--- src/rtl/tec_seq_ctrl.sv ---
// -----------------------------------------------------------------------------
// tec_seq_ctrl
//   TEC datapath sequencer. Generates its own beat timing (W1..W3) and
//   console/run state, decodes console modes and the opcode nibble of IR into
//   the datapath control lines, and handshakes operator steps via START.
//
//   Optional build macro: SINGLE_STEP_EN
//     defined   - run mode stops in PAUSE after each instruction; START
//                 resumes at FETCH.
//     undefined - run mode executes continuously until STP or CLR.
//
// Parameters
//   REG_AW  register address bits (register file has 2**REG_AW entries)
//   IR_W    instruction width (>= 4); opcode is IR[IR_W-1 -: 4]
//
// Ports
//   T3     clock, rising edge
//   CLR    synchronous active-high reset, highest priority
//   START  one-cycle operator step/start pulse
//   SW     console mode {SWC,SWB,SWA}, latched only in IDLE
//   IR     instruction register
//   C, Z   carry / zero flags
//   W      one-hot beat, 000 when not executing
//   CTRL   {SELCTL,DRW,LPC,PCINC,PCADD,LAR,ARINC,LIR,LDZ,LDC,CIN,M,MEMW,
//           ABUS,SBUS,MBUS}
//   S      ALU function
//   SEL    {dest/left index, source/right index}
//   STOP   clock-stop request (IDLE, PAUSE, HALT)
//   BUSY   high in every state except IDLE
// -----------------------------------------------------------------------------
module tec_seq_ctrl #(
  parameter int unsigned REG_AW = 2,
  parameter int unsigned IR_W   = 4
) (
  input  logic                  T3,
  input  logic                  CLR,
  input  logic                  START,
  input  logic [2:0]            SW,
  input  logic [IR_W-1:0]       IR,
  input  logic                  C,
  input  logic                  Z,
  output logic [2:0]            W,
  output logic [15:0]           CTRL,
  output logic [3:0]            S,
  output logic [2*REG_AW-1:0]   SEL,
  output logic                  STOP,
  output logic                  BUSY
);

  // CTRL bit positions
  localparam int unsigned CB_SELCTL = 15;
  localparam int unsigned CB_DRW    = 14;
  localparam int unsigned CB_LPC    = 13;
  localparam int unsigned CB_PCINC  = 12;
  localparam int unsigned CB_PCADD  = 11;
  localparam int unsigned CB_LAR    = 10;
  localparam int unsigned CB_ARINC  = 9;
  localparam int unsigned CB_LIR    = 8;
  localparam int unsigned CB_LDZ    = 7;
  localparam int unsigned CB_LDC    = 6;
  localparam int unsigned CB_CIN    = 5;
  localparam int unsigned CB_M      = 4;
  localparam int unsigned CB_MEMW   = 3;
  localparam int unsigned CB_ABUS   = 2;
  localparam int unsigned CB_SBUS   = 1;
  localparam int unsigned CB_MBUS   = 0;

  // Console modes
  localparam logic [2:0] MD_RUN  = 3'b000;
  localparam logic [2:0] MD_WMEM = 3'b001;
  localparam logic [2:0] MD_RMEM = 3'b010;
  localparam logic [2:0] MD_RREG = 3'b011;
  localparam logic [2:0] MD_WREG = 3'b100;

  // Opcodes
  localparam logic [3:0] OP_NOP = 4'h0;
  localparam logic [3:0] OP_ADD = 4'h1;
  localparam logic [3:0] OP_SUB = 4'h2;
  localparam logic [3:0] OP_AND = 4'h3;
  localparam logic [3:0] OP_INC = 4'h4;
  localparam logic [3:0] OP_LD  = 4'h5;
  localparam logic [3:0] OP_ST  = 4'h6;
  localparam logic [3:0] OP_JC  = 4'h7;
  localparam logic [3:0] OP_JZ  = 4'h8;
  localparam logic [3:0] OP_JMP = 4'h9;
  localparam logic [3:0] OP_OUT = 4'hA;
  localparam logic [3:0] OP_OR  = 4'hB;
  localparam logic [3:0] OP_CMP = 4'hC;
  localparam logic [3:0] OP_MOV = 4'hD;
  localparam logic [3:0] OP_STP = 4'hE;

  // ST_PREP is the one-cycle PC load that opens run mode
  typedef enum logic [2:0] {
    ST_IDLE,
    ST_CON,
    ST_PAUSE,
    ST_PREP,
    ST_FETCH,
    ST_EXEC,
    ST_HALT
  } state_t;

  state_t            state_q, state_d;
  logic [2:0]        md_q, md_d;
  logic              fs_q, fs_d;
  logic [REG_AW-1:0] rix_q, rix_d;
  logic [2:0]        beat_q, beat_d;

  logic [3:0]        op;
  logic              two_beat;
  logic              last_beat;
  logic [REG_AW-1:0] rix_p1;

  assign op        = IR[IR_W-1 -: 4];
  assign two_beat  = (op == OP_LD) || (op == OP_ST);
  assign last_beat = two_beat ? beat_q[1] : beat_q[0];
  assign rix_p1    = rix_q + REG_AW'(1);

  // State register; CLR overrides everything
  always_ff @(posedge T3) begin
    if (CLR) begin
      state_q <= ST_IDLE;
      md_q    <= MD_RUN;
      fs_q    <= 1'b0;
      rix_q   <= '0;
      beat_q  <= 3'b000;
    end else begin
      state_q <= state_d;
      md_q    <= md_d;
      fs_q    <= fs_d;
      rix_q   <= rix_d;
      beat_q  <= beat_d;
    end
  end

  // Next-state logic
  always_comb begin
    state_d = state_q;
    md_d    = md_q;
    fs_d    = fs_q;
    rix_d   = rix_q;
    beat_d  = beat_q;
    case (state_q)
      ST_IDLE: begin
        // modes 101..111 are not defined; START is ignored for them
        if (START && (SW <= MD_WREG)) begin
          md_d    = SW;
          fs_d    = 1'b1;
          rix_d   = '0;
          state_d = (SW == MD_RUN) ? ST_PREP : ST_CON;
        end
      end
      ST_CON: begin
        state_d = ST_PAUSE;
        fs_d    = 1'b0;
        case (md_q)
          MD_WREG: rix_d = rix_q + REG_AW'(1);
          MD_RREG: rix_d = rix_q + REG_AW'(2);
          default: rix_d = rix_q;
        endcase
      end
      ST_PAUSE: begin
        // a run-mode PAUSE only exists in single-step builds
        if (START) begin
          state_d = (md_q == MD_RUN) ? ST_FETCH : ST_CON;
        end
      end
      ST_PREP: begin
        state_d = ST_FETCH;
      end
      ST_FETCH: begin
        state_d = ST_EXEC;
        beat_d  = 3'b001;
      end
      ST_EXEC: begin
        if (last_beat) begin
          beat_d = 3'b000;
          if (op == OP_STP) begin
            state_d = ST_HALT;
          end else begin
`ifdef SINGLE_STEP_EN
            state_d = ST_PAUSE;
`else
            state_d = ST_FETCH;
`endif
          end
        end else begin
          beat_d = {beat_q[1:0], 1'b0};
        end
      end
      ST_HALT: begin
        state_d = ST_HALT;
      end
      default: begin
        state_d = ST_IDLE;
      end
    endcase
  end

  // Output decode from registered state plus IR/C/Z
  always_comb begin
    W    = 3'b000;
    CTRL = 16'h0000;
    S    = 4'b0000;
    SEL  = '0;
    STOP = 1'b0;
    BUSY = (state_q != ST_IDLE);
    case (state_q)
      ST_IDLE, ST_PAUSE, ST_HALT: begin
        STOP = 1'b1;
      end
      ST_CON: begin
        W              = 3'b001;
        CTRL[CB_SELCTL] = 1'b1;
        case (md_q)
          MD_WREG: begin
            CTRL[CB_SBUS] = 1'b1;
            CTRL[CB_DRW]  = 1'b1;
            SEL           = {rix_q, rix_q};
          end
          MD_RREG: begin
            SEL = {rix_q, rix_p1};
          end
          MD_WMEM: begin
            CTRL[CB_SBUS] = 1'b1;
            if (fs_q) begin
              CTRL[CB_LAR] = 1'b1;
            end else begin
              CTRL[CB_MEMW]  = 1'b1;
              CTRL[CB_ARINC] = 1'b1;
            end
          end
          MD_RMEM: begin
            if (fs_q) begin
              CTRL[CB_SBUS] = 1'b1;
              CTRL[CB_LAR]  = 1'b1;
            end else begin
              CTRL[CB_MBUS]  = 1'b1;
              CTRL[CB_ARINC] = 1'b1;
            end
          end
          default: begin
            CTRL[CB_SELCTL] = 1'b1;
          end
        endcase
      end
      ST_PREP: begin
        // PC loaded from the console switches
        W               = 3'b001;
        CTRL[CB_SELCTL] = 1'b1;
        CTRL[CB_SBUS]   = 1'b1;
        CTRL[CB_LPC]    = 1'b1;
      end
      ST_FETCH: begin
        W              = 3'b001;
        CTRL[CB_LIR]   = 1'b1;
        CTRL[CB_PCINC] = 1'b1;
      end
      ST_EXEC: begin
        W   = beat_q;
        SEL = {REG_AW'(IR[3:2]), REG_AW'(IR[1:0])};
        case (op)
          OP_ADD: begin
            CTRL[CB_ABUS] = 1'b1;
            CTRL[CB_DRW]  = 1'b1;
            CTRL[CB_LDZ]  = 1'b1;
            CTRL[CB_LDC]  = 1'b1;
            CTRL[CB_CIN]  = 1'b1;
            S             = 4'b1001;
          end
          OP_SUB: begin
            CTRL[CB_ABUS] = 1'b1;
            CTRL[CB_DRW]  = 1'b1;
            CTRL[CB_LDZ]  = 1'b1;
            CTRL[CB_LDC]  = 1'b1;
            S             = 4'b0110;
          end
          OP_AND: begin
            CTRL[CB_ABUS] = 1'b1;
            CTRL[CB_DRW]  = 1'b1;
            CTRL[CB_LDZ]  = 1'b1;
            CTRL[CB_M]    = 1'b1;
            S             = 4'b1011;
          end
          OP_INC: begin
            CTRL[CB_ABUS] = 1'b1;
            CTRL[CB_DRW]  = 1'b1;
            CTRL[CB_LDZ]  = 1'b1;
            CTRL[CB_LDC]  = 1'b1;
            S             = 4'b0000;
          end
          OP_OR: begin
            CTRL[CB_ABUS] = 1'b1;
            CTRL[CB_DRW]  = 1'b1;
            CTRL[CB_LDZ]  = 1'b1;
            CTRL[CB_M]    = 1'b1;
            S             = 4'b1110;
          end
          OP_CMP: begin
            CTRL[CB_LDZ] = 1'b1;
            CTRL[CB_LDC] = 1'b1;
            S            = 4'b0110;
          end
          OP_MOV: begin
            CTRL[CB_ABUS] = 1'b1;
            CTRL[CB_DRW]  = 1'b1;
            CTRL[CB_M]    = 1'b1;
            S             = 4'b1010;
          end
          OP_OUT: begin
            CTRL[CB_ABUS] = 1'b1;
            CTRL[CB_M]    = 1'b1;
            S             = 4'b1010;
          end
          OP_LD: begin
            if (beat_q[0]) begin
              CTRL[CB_ABUS] = 1'b1;
              CTRL[CB_M]    = 1'b1;
              CTRL[CB_LAR]  = 1'b1;
              S             = 4'b1010;
            end else begin
              CTRL[CB_MBUS] = 1'b1;
              CTRL[CB_DRW]  = 1'b1;
            end
          end
          OP_ST: begin
            CTRL[CB_ABUS] = 1'b1;
            CTRL[CB_M]    = 1'b1;
            if (beat_q[0]) begin
              CTRL[CB_LAR] = 1'b1;
              S            = 4'b1111;
            end else begin
              CTRL[CB_MEMW] = 1'b1;
              S             = 4'b1010;
            end
          end
          OP_JC: begin
            CTRL[CB_PCADD] = C;
          end
          OP_JZ: begin
            CTRL[CB_PCADD] = Z;
          end
          OP_JMP: begin
            CTRL[CB_ABUS] = 1'b1;
            CTRL[CB_M]    = 1'b1;
            CTRL[CB_LPC]  = 1'b1;
            S             = 4'b1111;
          end
          // NOP, STP and the undefined opcode drive no control lines
          default: begin
            S = 4'b0000;
          end
        endcase
      end
      default: begin
        STOP = 1'b1;
      end
    endcase
  end

endmodule

--- config.mk ---
export PLATFORM = sky130hd
export DESIGN_NAME = tec_seq_ctrl
export DESIGN_NICKNAME = d
export VERILOG_FILES = /design/src/rtl/tec_seq_ctrl.sv
export SDC_FILE = /design/constraint.sdc
export NUM_CORES = 1
export LEC_CHECK = 0
export ABC_AREA = 1
export CELL_PAD_IN_SITES_DETAIL_PLACEMENT = 0
export CELL_PAD_IN_SITES_GLOBAL_PLACEMENT = 2
export CORE_UTILIZATION = 20
export CTS_CLUSTER_SIZE = 25
export DETAILED_ROUTE_END_ITERATION = 12
export PLACE_DENSITY_LB_ADDON = 0.1
export SLEW_MARGIN = 20
export SYNTH_ARGS = -nofsm -noshare
export SYNTH_HDL_FRONTEND = slang
export SYNTH_SLANG_ARGS = --single-unit
--- constraint.sdc ---
create_clock -name T3 -period 1.1 [get_ports T3]
set_input_delay 0.165 -clock T3 [delete_from_list [all_inputs] [get_ports T3]]
set_output_delay 0.165 -clock T3 [all_outputs]
set_load 0.1 [all_outputs]
Yosys cells after proc, flatten, opt, wreduce, memory -nomap -nowiden
Cells that the tools add are included.
- $add $sub $neg: 2
- magnitude comparators: 1
- equality and inequality tests: 28
- multiplexer cells: 55
- reductions and logical operators: 25
- operators with widths (operator ; count):
    4-bit case mux with 8 select lines ; 1
    4-bit equality test, second input constant ; 7
    1-bit case mux with 2 select lines ; 12
    1-bit two-way mux ; 22
    3-bit case mux with 7 select lines ; 1
    3-bit two-way mux ; 6
    6-bit OR reduction ; 3
    4-bit by 3-bit equality test with 1-bit output, second input constant ; 4
    4-bit case mux with 2 select lines ; 2
    3-bit by 2-bit equality test with 1-bit output, second input constant ; 4
    3-bit equality test, second input constant ; 4
    4-bit two-way mux ; 3
    3-bit case mux with 2 select lines ; 2
    2-bit OR reduction ; 6
    3-bit logical NOT ; 3
    9-bit OR reduction ; 1
    4-bit by 2-bit equality test with 1-bit output, second input constant ; 2
    2-bit two-way mux ; 4
    2-bit case mux with 2 select lines ; 2
    4-bit OR reduction ; 2
    3-bit by 1-bit equality test with 1-bit output, second input constant ; 2
    2-bit inequality test, second input constant ; 3
    3-bit AND reduction ; 2
    4-bit by 1-bit equality test with 1-bit output, second input constant ; 1
    other kinds (10) ; 12
- bits in registers: 12
- bits of input ports: 12
- output and inout bits: 29

Logic depth before layout (Yosys ltp)
- depth after elaboration: 5
- gate-level depth with buffers: 10
- mapped depth without buffers: 9

Least setup slack after synthesis
No wires, ideal clock.
- path kind: flip-flop to output port
- start: register state_q[2]
- end: output port W[0]
- arrival: 3059 ps
- setup slack: -2124 ps
- cell stages (with the launch flop): 6
- path buffers: 1
- cell sequence: dfxtp_1 buf_6 nand2_1 nor2_1 nor2_1 o21ai_0
- cells in the longest elaborated chain, start to end: 3
- ends and longest elaborated chain (item ; RTL line ; RTL):
    from (decl) ; 103 ; state_t state_q, state_d;
    from (signal assigned) ; 128 ; state_q <= state_d;
    3-bit by 1-bit equality test with 1-bit output (tied with other cells) ; 208 ; case (state_q)
    3-bit OR reduction (no source line) ; n/a ;
    3-bit case mux with 2 select lines * ; 208 ;
    to (decl) ; 42 ; output logic [2:0] W,
Mark *: on every way between the ends. The rest lies on a longest branch, timed or not.

Worst setup path after layout
- start: register state_q[1]
- end: output port CTRL[0]
- cells in the longest elaborated chain, start to end: 2
- ends and longest elaborated chain (item ; RTL line ; RTL):
    3-bit equality test / 3-bit by 1-bit equality test with 1-bit output (equally long branches) ; 208 ;
    1-bit case mux with 2 select lines * ; 208 ;
    to (decl) ; 43 ; output logic [15:0] CTRL,
Marked as above.

==> qor.yml <==
status: "finished with violations"
violations: "setup timing"
cts_made_buffers: 3
wl_um: 4775
synth_area_um2: 1156
rows: 27
fin_nets: 346
arrival_ns: 1.60
grt_pass1_vias: 1714
routedWlPerCell_um: 11.79
cts.clk_slew.worst_paths_ns: 0.07
first_pass_iters: 4
tightest_slew_ns: 0.4460
antenna_found_initial: 0
drc: 0
diodes: 0
die_area_um2: 6089
startpoint_type: "register"
root_buffer: "clkbuf_8"
via_count: 1754
maxSlewViolCount: 0
cp_max_fo: 6
regArea_um2: 250.2
hold_buffers: 0
h-tree-depth: 1
synth_area_leaders: "dfxtp_1 (21%), nand2_1 (13%), nor2_1 (8.4%), nand3_1 (7.8%), inv_1 (7.8%)"
final_cell_mix: "buf_4 (79), buf_12 (32), nand2_1 (28)"
start_util: 0.2087
multi_input_area_um2: 1236
p_leak_nw: 1.380
worstPathRequired_ns: 0.94
portBuffers: 40
max_freq_ghz: 0.5682
synthCells: 197
grt_max_degree: 10
skew_ns: 0.008652
period_minus_slack_ns: 1.760
ir_worst_vdd_mv: 1.821
cp-end-kind: "output pin"
synth_edf_count: 0
async_flop_share: 0
ys_types: 32
num-fill-cells: 490
detailed_place_hpwl_um: 3765
syn-mean-instance-area_um2: 5.869
yosys_warnings: 0
period_share: 1.600
yosysSeqAreaShare: 0.2078
die_y_um: 78.03
maxCapViolations: 0
gp_congestion: 0.8428
groute.usage.overall: 0.1678
die_w_um: 78.03
p_per_area_nw_per_um2: 1902
ioPinCount: 41
core-area_um2: 5540
rsz0062_at_grt: "true"
via_per_inst: 4.331
setup_viol: 40
numClockSinks: 12
cts_tree: "done"
syn_to_final_growth_pct: 184.6
drt-initial-drc-count: 40
final-hold-violation-count: 0
dp_slack_ns: -0.8441
grt_overflow: 0
setup_slack_ns: -0.6601
yosys_register_bits: 12
worst_hold_slack_ns: 0.4742
synth_top_area_frac: 0.2078
synth_ff_type: "dfxtp_1"
ant_nets: 0
min_path_type: "reg -> reg"
clk-insertion-delay-late_ns: 0.25
drive_gt1_frac: 0.6727
syn-num-nets: 209
relSlewSlack: 0.7023
grt_pass1_wl_um: 7983
clockBufferDepth: 2
setup.worst_path.class: "reg -> out"
layout_commonest_cell: "buf_4"
synth_largest_area_cell: "dfxtp_1"
-- worst max-delay path, cell delays in order (launching register included) --
cell,delay [ns]
dfxtp_2,0.34
inv_4,0.08
nand2_4,0.07
nor2_8,0.18
clkinvlp_4,0.21
o31ai_4,0.26
buf_12,0.21
-- Yosys cell counts, types with 2 or more instances --
master / instances
o221ai_1: 2
inv_1: 24
nand2_2: 3
o31ai_1: 2
o21ai_0: 13
nor2_2: 5
nand3_1: 18
a21oi_1: 15
nand4_1: 2
o22ai_1: 2
inv_2: 9
o211ai_1: 2
nor2_1: 26
buf_4: 2
nand2_1: 41
nor3_1: 3
nor2_4: 2
dfxtp_1: 12
-- worst paths after layout --
| check | startpoint | endpoint | slack, ns | cells after the start |
|---|---|---|---|---|
| max | state_q[1] | CTRL[0] | -0.66 | 6 |
| min | beat_q[2] | beat_q[2] | 0.47 | 2 |
| max reg2reg | state_q[1] | rix_q[1] | -0.47 | 10 |
| min reg2reg | beat_q[2] | beat_q[2] | 0.47 | 2 |
-- what timing repair did --
action,CTS,global route
gates resized for setup,61,19
pin swaps,25,5
setup endpoints to repair,40,40
buffers inserted,18,9
gates cloned,1,0
-- where the power goes --
part | switching (mW) | internal, mW | total (mW)
Combinational | 2.94 | 2.13 | 5.07
Sequential | 0.113 | 0.565 | 0.678
Clock | 0.192 | 0.317 | 0.509
-- flip-flops by register name, indices dropped and copies added, names as in the netlist --
name	flops
beat_q	3
fs_q	1
md_q	3
rix_q	2
state_q	3
-- metrics by stage --
stage          instance area [µm²]  TNS [ns]    util  power, mW  instances
5_1_grt                       3291    -22.68  0.5939      6.601        405
3_5_place_dp                  2819    -20.98  0.5088      5.190        376
6_report                      3291    -19.83  0.5939      6.257        405
2_1_floorplan                 1534    -15.34       -      3.425        197
3_3_place_gp                  2819    -21.45  0.5088      5.186        376
4_1_cts                       3161    -18.02  0.5705      6.080        397
-- routing by layer --
metal	routed length (µm)	track usage	share of wire
met1	2123	0.2031	0.44
met5	0	0	0
met2	2506	0.3106	0.52
met4	33	0.04444	0.0069
met3	111	0.02093	0.023
-- logic make-up after synthesis --
family | share of synthesized area
AND/OR/NAND/NOR | 0.4394
AO/OA/AOI/OAI | 0.2035
flip-flops | 0.2078
XOR/XNOR | 0.01515
buffers and inverters | 0.1342
-- area by class of cell --
| class | instances | share of cell area |
|---|---|---|
| Multi-Input combinational cell | 148 | 0.3757 |
| Timing Repair inverter | 1 | 0.004943 |
| Inverter | 33 | 0.04867 |
| Tap cell | 72 | 0.02738 |
| Sequential cell | 12 | 0.07605 |
| Timing Repair Buffer | 135 | 0.4506 |
| Clock buffer | 4 | 0.01673 |
No activity file was read; power rests on OpenSTA's default activity.
